**src/rtl/wb_port_arbiter.sv**
```systemverilog
// Register-file write-port arbiter: pipeline writeback vs. buffered long-latency results.
// Ports: clk/rst; Pipe_* writeback in; Lu_* result in with Lu_Rdy; Wb_Stall; Rf_Wr* out; Fifo_Cnt.
module wb_port_arbiter #(
    parameter int DATA_W     = 128,
    parameter int RD_W       = 5,
    parameter int DEPTH      = 2,
    parameter int STARVE_MAX = 3
) (
    input  logic                       clk,
    input  logic                       rst,
    input  logic                       Pipe_Vld,
    input  logic [RD_W-1:0]            Pipe_Rd,
    input  logic [DATA_W-1:0]          Pipe_Data,
    input  logic                       Lu_Vld,
    input  logic [RD_W-1:0]            Lu_Rd,
    input  logic [DATA_W-1:0]          Lu_Data,
    output logic                       Lu_Rdy,
    output logic                       Wb_Stall,
    output logic                       Rf_WrEn,
    output logic [RD_W-1:0]            Rf_WrAddr,
    output logic [DATA_W-1:0]          Rf_WrData,
    output logic [$clog2(DEPTH):0]     Fifo_Cnt
);

    localparam int PTR_W = $clog2(DEPTH);
    localparam int CNT_W = PTR_W + 1;
    localparam int SW    = $clog2(STARVE_MAX + 1);
    localparam logic [SW-1:0]    SMAX = SW'(STARVE_MAX);
    localparam logic [CNT_W-1:0] FULL = CNT_W'(DEPTH);

    logic [DEPTH-1:0]  r_vld;
    logic [RD_W-1:0]   r_rd   [DEPTH];
    logic [DATA_W-1:0] r_data [DEPTH];
    logic [PTR_W-1:0]  r_wptr;
    logic [PTR_W-1:0]  r_rptr;
    logic [CNT_W-1:0]  r_cnt;
    logic [SW-1:0]     r_starve;
    logic              r_wr_en;
    logic [RD_W-1:0]   r_wr_addr;
    logic [DATA_W-1:0] r_wr_data;

    logic              w_empty;
    logic              w_full;
    logic              w_head_vld;
    logic              w_hreq;
    logic              w_force;
    logic              w_gnt_fifo;
    logic              w_gnt_pipe;
    logic              w_pop;
    logic              w_push;
    logic              w_wr_en;
    logic [DEPTH-1:0]  w_vld_nxt;

    always_comb begin
        w_empty    = (r_cnt == '0);
        w_full     = (r_cnt == FULL);
        w_head_vld = r_vld[r_rptr];
        w_hreq     = !w_empty && w_head_vld;
        w_force    = w_hreq && (r_starve == SMAX);
        w_gnt_fifo = w_force || (!Pipe_Vld && w_hreq);
        w_gnt_pipe = Pipe_Vld && !w_force;
        // A squashed head is discarded without using the write port.
        w_pop      = w_gnt_fifo || (!w_empty && !w_head_vld);
        w_push     = Lu_Vld && !w_full;
        w_wr_en    = 1'b0;
        if (w_gnt_fifo) begin
            w_wr_en = (r_rd[r_rptr] != '0);
        end else if (w_gnt_pipe) begin
            w_wr_en = (Pipe_Rd != '0);
        end
    end

    // Older queued results to the same register are superseded by the
    // pipeline write; the entry pushed this cycle is younger and survives
    // because the push is applied last.
    always_comb begin
        w_vld_nxt = r_vld;
        if (w_gnt_pipe && (Pipe_Rd != '0)) begin
            for (int i = 0; i < DEPTH; i++) begin
                if (r_rd[i] == Pipe_Rd) begin
                    w_vld_nxt[i] = 1'b0;
                end
            end
        end
        if (w_pop) begin
            w_vld_nxt[r_rptr] = 1'b0;
        end
        if (w_push) begin
            w_vld_nxt[r_wptr] = 1'b1;
        end
    end

    always_ff @(posedge clk or posedge rst) begin
        if (rst) begin
            r_vld    <= '0;
            r_wptr   <= '0;
            r_rptr   <= '0;
            r_cnt    <= '0;
            r_starve <= '0;
        end else begin
            r_vld <= w_vld_nxt;
            if (w_push) begin
                r_wptr <= r_wptr + PTR_W'(1);
            end
            if (w_pop) begin
                r_rptr <= r_rptr + PTR_W'(1);
            end
            if (w_push && !w_pop) begin
                r_cnt <= r_cnt + CNT_W'(1);
            end else if (w_pop && !w_push) begin
                r_cnt <= r_cnt - CNT_W'(1);
            end
            if (w_empty || w_pop) begin
                r_starve <= '0;
            end else if (w_hreq && w_gnt_pipe && (r_starve != SMAX)) begin
                r_starve <= r_starve + SW'(1);
            end
        end
    end

    always_ff @(posedge clk) begin
        if (w_push) begin
            r_rd[r_wptr]   <= Lu_Rd;
            r_data[r_wptr] <= Lu_Data;
        end
    end

    always_ff @(posedge clk or posedge rst) begin
        if (rst) begin
            r_wr_en   <= 1'b0;
            r_wr_addr <= '0;
            r_wr_data <= '0;
        end else begin
            r_wr_en <= w_wr_en;
            if (w_gnt_fifo) begin
                r_wr_addr <= r_rd[r_rptr];
                r_wr_data <= r_data[r_rptr];
            end else if (w_gnt_pipe) begin
                r_wr_addr <= Pipe_Rd;
                r_wr_data <= Pipe_Data;
            end
        end
    end

    assign Lu_Rdy    = !w_full;
    assign Wb_Stall  = w_force && Pipe_Vld;
    assign Rf_WrEn   = r_wr_en;
    assign Rf_WrAddr = r_wr_addr;
    assign Rf_WrData = r_wr_data;
    assign Fifo_Cnt  = r_cnt;

endmodule
```
**config.mk**
```make
export PLATFORM = sky130hd
export DESIGN_NAME = wb_port_arbiter
export DESIGN_NICKNAME = d
export VERILOG_FILES = /design/src/rtl/wb_port_arbiter.sv
export SDC_FILE = /design/constraint.sdc
export NUM_CORES = 1
export LEC_CHECK = 0
export ABC_AREA = 1
export CORE_MARGIN = 3
export CORE_UTILIZATION = 33
export DETAILED_ROUTE_END_ITERATION = 8
export DONT_BUFFER_PORTS = 1
export PLACE_DENSITY = 0.59
export SLEW_MARGIN = 10
export SYNTH_ARGS = -nofsm -noshare
export SYNTH_HDL_FRONTEND = slang
export SYNTH_SLANG_ARGS = --single-unit
```
**constraint.sdc**
```tcl
create_clock -name clk -period 9.1 [get_ports clk]
set_input_delay 0 -clock clk [delete_from_list [all_inputs] [get_ports clk]]
set_output_delay 0 -clock clk [all_outputs]
set_load 0.01 [all_outputs]
```
==> impl_results.md <==
- Run status: complete, no violations
- CP startpoint: Fifo_Cnt[0]
- WP depth: 8
- CP Max Fanout: 81
- Synthesis-to-layout area growth: 28.4%
- Critical path data arrival time: 3.92 ns
- Worst r2r dst: Rf_WrData[51]
- Register clock-pin slew on the reported worst setup and hold paths: 0.06 ns
- Resized cells post-CTS: 0
- Average size of a mapped cell: 10.2 sq um
- Most frequent CP cell: nand2_1
- Cell class contributing the biggest share of worst-path delay: buffers and inverters
- Cell taking the most area after synthesis: edfxtp_1
- Final Max Tran Viols: 0
- Max Cap Viol: 0
- Post CTS Setup Buffer Count: 0
- Via Count: 12.4k
- Clk_skew: 0.0140 ns
- DP HPWL: 28.7 mm
- Unrepaired setup endpoints after global routing: false
- Drt first pass iters: 5
- Critical path's slowest cell: buf_4
- Worst R2R Start: Fifo_Cnt[0]
- Crit path capture: Rf_WrData[51]
- Endpoint class of the critical path: register
- Vias per std cell: 4.76
- HP Class: input port to asynchronous set/reset pin
- Total Routed Length: 47.8 mm
- CTS Buffer Depth: 3
- Ys flop type: edfxtp_1
- Vias in the first global route: 12.7k
- Max Freq: 291 MHz
- Crit path kind: register to register
- Combinational Power Share: 0.265
- Routed len/inst: 18.3 microns
- Final setup vio count: 0
- Startpoint Class: register
- Core area: 0.0496 sq mm
- Sequential Power Share: 0.463
- Clock Power Share: 0.272
- Number of cell rows: 81
- # H-tree levels: 2
- Leading cell type by number of instances after synthesis: nand2_1
- Post-synth EDFFs: 266
- Leakage dissipation: 0.00927 uW
- Yosys warnings: 0
- Antenna violations before repair: 9
- GPL Wtd Cong: 0.844
- Pin count of the biggest net entering global routing: 82
- Top post-synthesis cells by area: edfxtp_1 48%, dfrtp_1 21%, nand2_1 9.8%, nor2_1 6.0%, nand3_1 4.2%
- Internal power: 4250 uW
- Worst R2R Setup Slack: 5.67 ns
- IO Port Bufs: 0
- Top-level I/O count: 408
- Num CTS Buffers: 46
- First-pass GRT wire length: 72.6 mm
- Sequential share of the synthesized area: 0.689
- Final Cycle Share: 0.377
- Flip-flop and latch count after synthesis: 408
- Worst R2R Path Depth: 8
- CP bufs+invs: 3
- CTS Sinks: 408
- Gr usage total: 0.173
- CTS tree: done
- Cell Chain, Critical Path: inv_1 -> nand2_1 -> nand2_2 -> nand2_4 -> inv_4 -> buf_4 -> nand2_1 -> nand2_1
- Crit-path max cell delay: 0.80 ns
- Fin nets: 2168
- Worst Path Required: 9.59 ns
- Total gr overflow: 0
- Drt drc: 0
- Final Hold Vio Count: 0
- Post-layout minimum cycle time: 3.43 ns
- Mapped Nets: 1919
- Slew headroom: 0.290
- Sw Ratio: 0.370
- Setup TNS Final: 0 ns
- P_sw: 2500 uW
- Max VDD drop: 180 uV
- Pwr Total: 6750 uW
- Library cells used by synthesis: 22
- Ys async rst share: 0.348
- Fillers: 4526
- Root buffer cell: clkbuf_16
- Tightest Pin Transition: 1.06 ns
- Initial cell density of the core: 0.338
- Worst-skew pair later-pin latency: 0.55 ns
- Commonest cells post-synth: 438 x nand2_1, 268 x nor2_1, 266 x edfxtp_1
- Die width: 231 microns
- Post-CTS Hold Buffers: 271
- Final ANT Viol Nets: 0
- Synth Instances: 1647
- PwrDens: 314 mW/mm^2
- Share of layout cells above drive strength 1: 0.0497
- Synth top area share: 0.477
- Iter 0 DRT Violations: 668
- Netlist Area Pre-Place: 0.0168 sq mm
- Die area: 0.0535 sq mm
- Die Ht: 231 microns
routing by layer:
| layer | global-route usage | wire length [microns] |
|---|---|---|
| met1 | 0.218 | 19900 |
| met2 | 0.290 | 23000 |
| met3 | 0.0454 | 3610 |
| met4 | 0.0567 | 1230 |
| met5 | 0 | 57 |
sequential cells by signal, indices dropped and copies added (netlist names):
name       cells
Rf_WrData    128
r_vld          2
r_data       256
r_rd          10
r_starve       2
r_rptr         1
Rf_WrEn        1
r_wptr         1
Rf_WrAddr      5
Fifo_Cnt       2
kinds of logic (layout without fill, tap and decap cells):
family,after synthesis,count (layout),synth area share
compound gates,137,137,0.0414
xor+xnor,6,6,0.00314
fa+ha+maj,2,2,0.00149
buf+inv,239,525,0.0617
flops,408,408,0.689
other cells,0,6,0
simple gates,855,855,0.204
worst register-to-register path, cell delays in order (launching register included):
cell,delay [ns]
dfrtp_1,0.44
inv_1,0.13
nand2_1,0.20
nand2_2,0.20
nand2_4,0.46
inv_4,0.74
buf_4,0.80
nand2_1,0.29
nand2_1,0.11
cell type report:
class	instances	area, sq um	share of cell area
Inverter	153	584	0.0271
Multi-Input combinational cell	1000	4210	0.196
Tap cell	664	831	0.0386
Clock buffer	60	1230	0.0574
Antenna cell	6	15.0	0.000697
Clock inverter	25	256	0.0119
Sequential cell	408	11500	0.536
Timing Repair Buffer	287	2850	0.132
worst min-delay path by stage:
stage	to	slack (ns)
2_1_floorplan	r_data[0][0]	0.1
3_3_place_gp	Rf_WrData[51]	-0.07
3_5_place_dp	Rf_WrData[64]	-0.07
4_1_cts	Rf_WrData[127]	0.02
5_1_grt	r_data[1][114]	0.06
6_report	Rf_WrData[127]	0.06
power by group through the flow:
stage                     combinational, uW  sequential [uW]  clock [uW]
after floorplan                        1280             3080           0
after global placement                 1650             3150           0
after detailed placement               1690             3160           0
after CTS                              1810             3130        1890
after global routing                   2020             3180        1960
final                                  1790             3130        1830
metrics by stage:
stage / setup slack (ns) / instances / utilization / hold WS (ns) / area, sq um
floorplan: 2.18 / 1647 / - / 0.0989 / 16800
CTS: 5.64 / 2597 / 0.434 / 0.0162 / 21500
global route: 5.43 / 2600 / 0.434 / 0.0610 / 21500
detailed placement: 5.64 / 2241 / 0.349 / -0.0720 / 17300
global placement: 5.78 / 2241 / 0.349 / -0.0723 / 17300
finish: 5.67 / 2603 / 0.434 / 0.0624 / 21500
layout by cell type (no fill, tap or decap), types with 2 or more instances in the layout:
cell type	netlist	routed
nand2_2	3	3
bufinv_16	0	5
clkinv_2	0	9
nand4_1	2	2
diode_2	0	6
dfrtp_1	142	141
inv_4	0	2
nand3_1	141	141
buf_4	13	16
clkinv_1	0	7
inv_6	0	4
clkbuf_16	0	47
o21ai_1	71	71
clkbuf_1	33	12
dlygate4sd3_1	0	270
nor2_4	2	4
o211ai_1	3	3
xnor2_1	5	5
edfxtp_1	266	266
inv_1	150	149
ha_1	2	2
nand2_1	438	437
o21ai_0	62	62
nor2_1	268	266
Power figures use the tool's default switching activity.
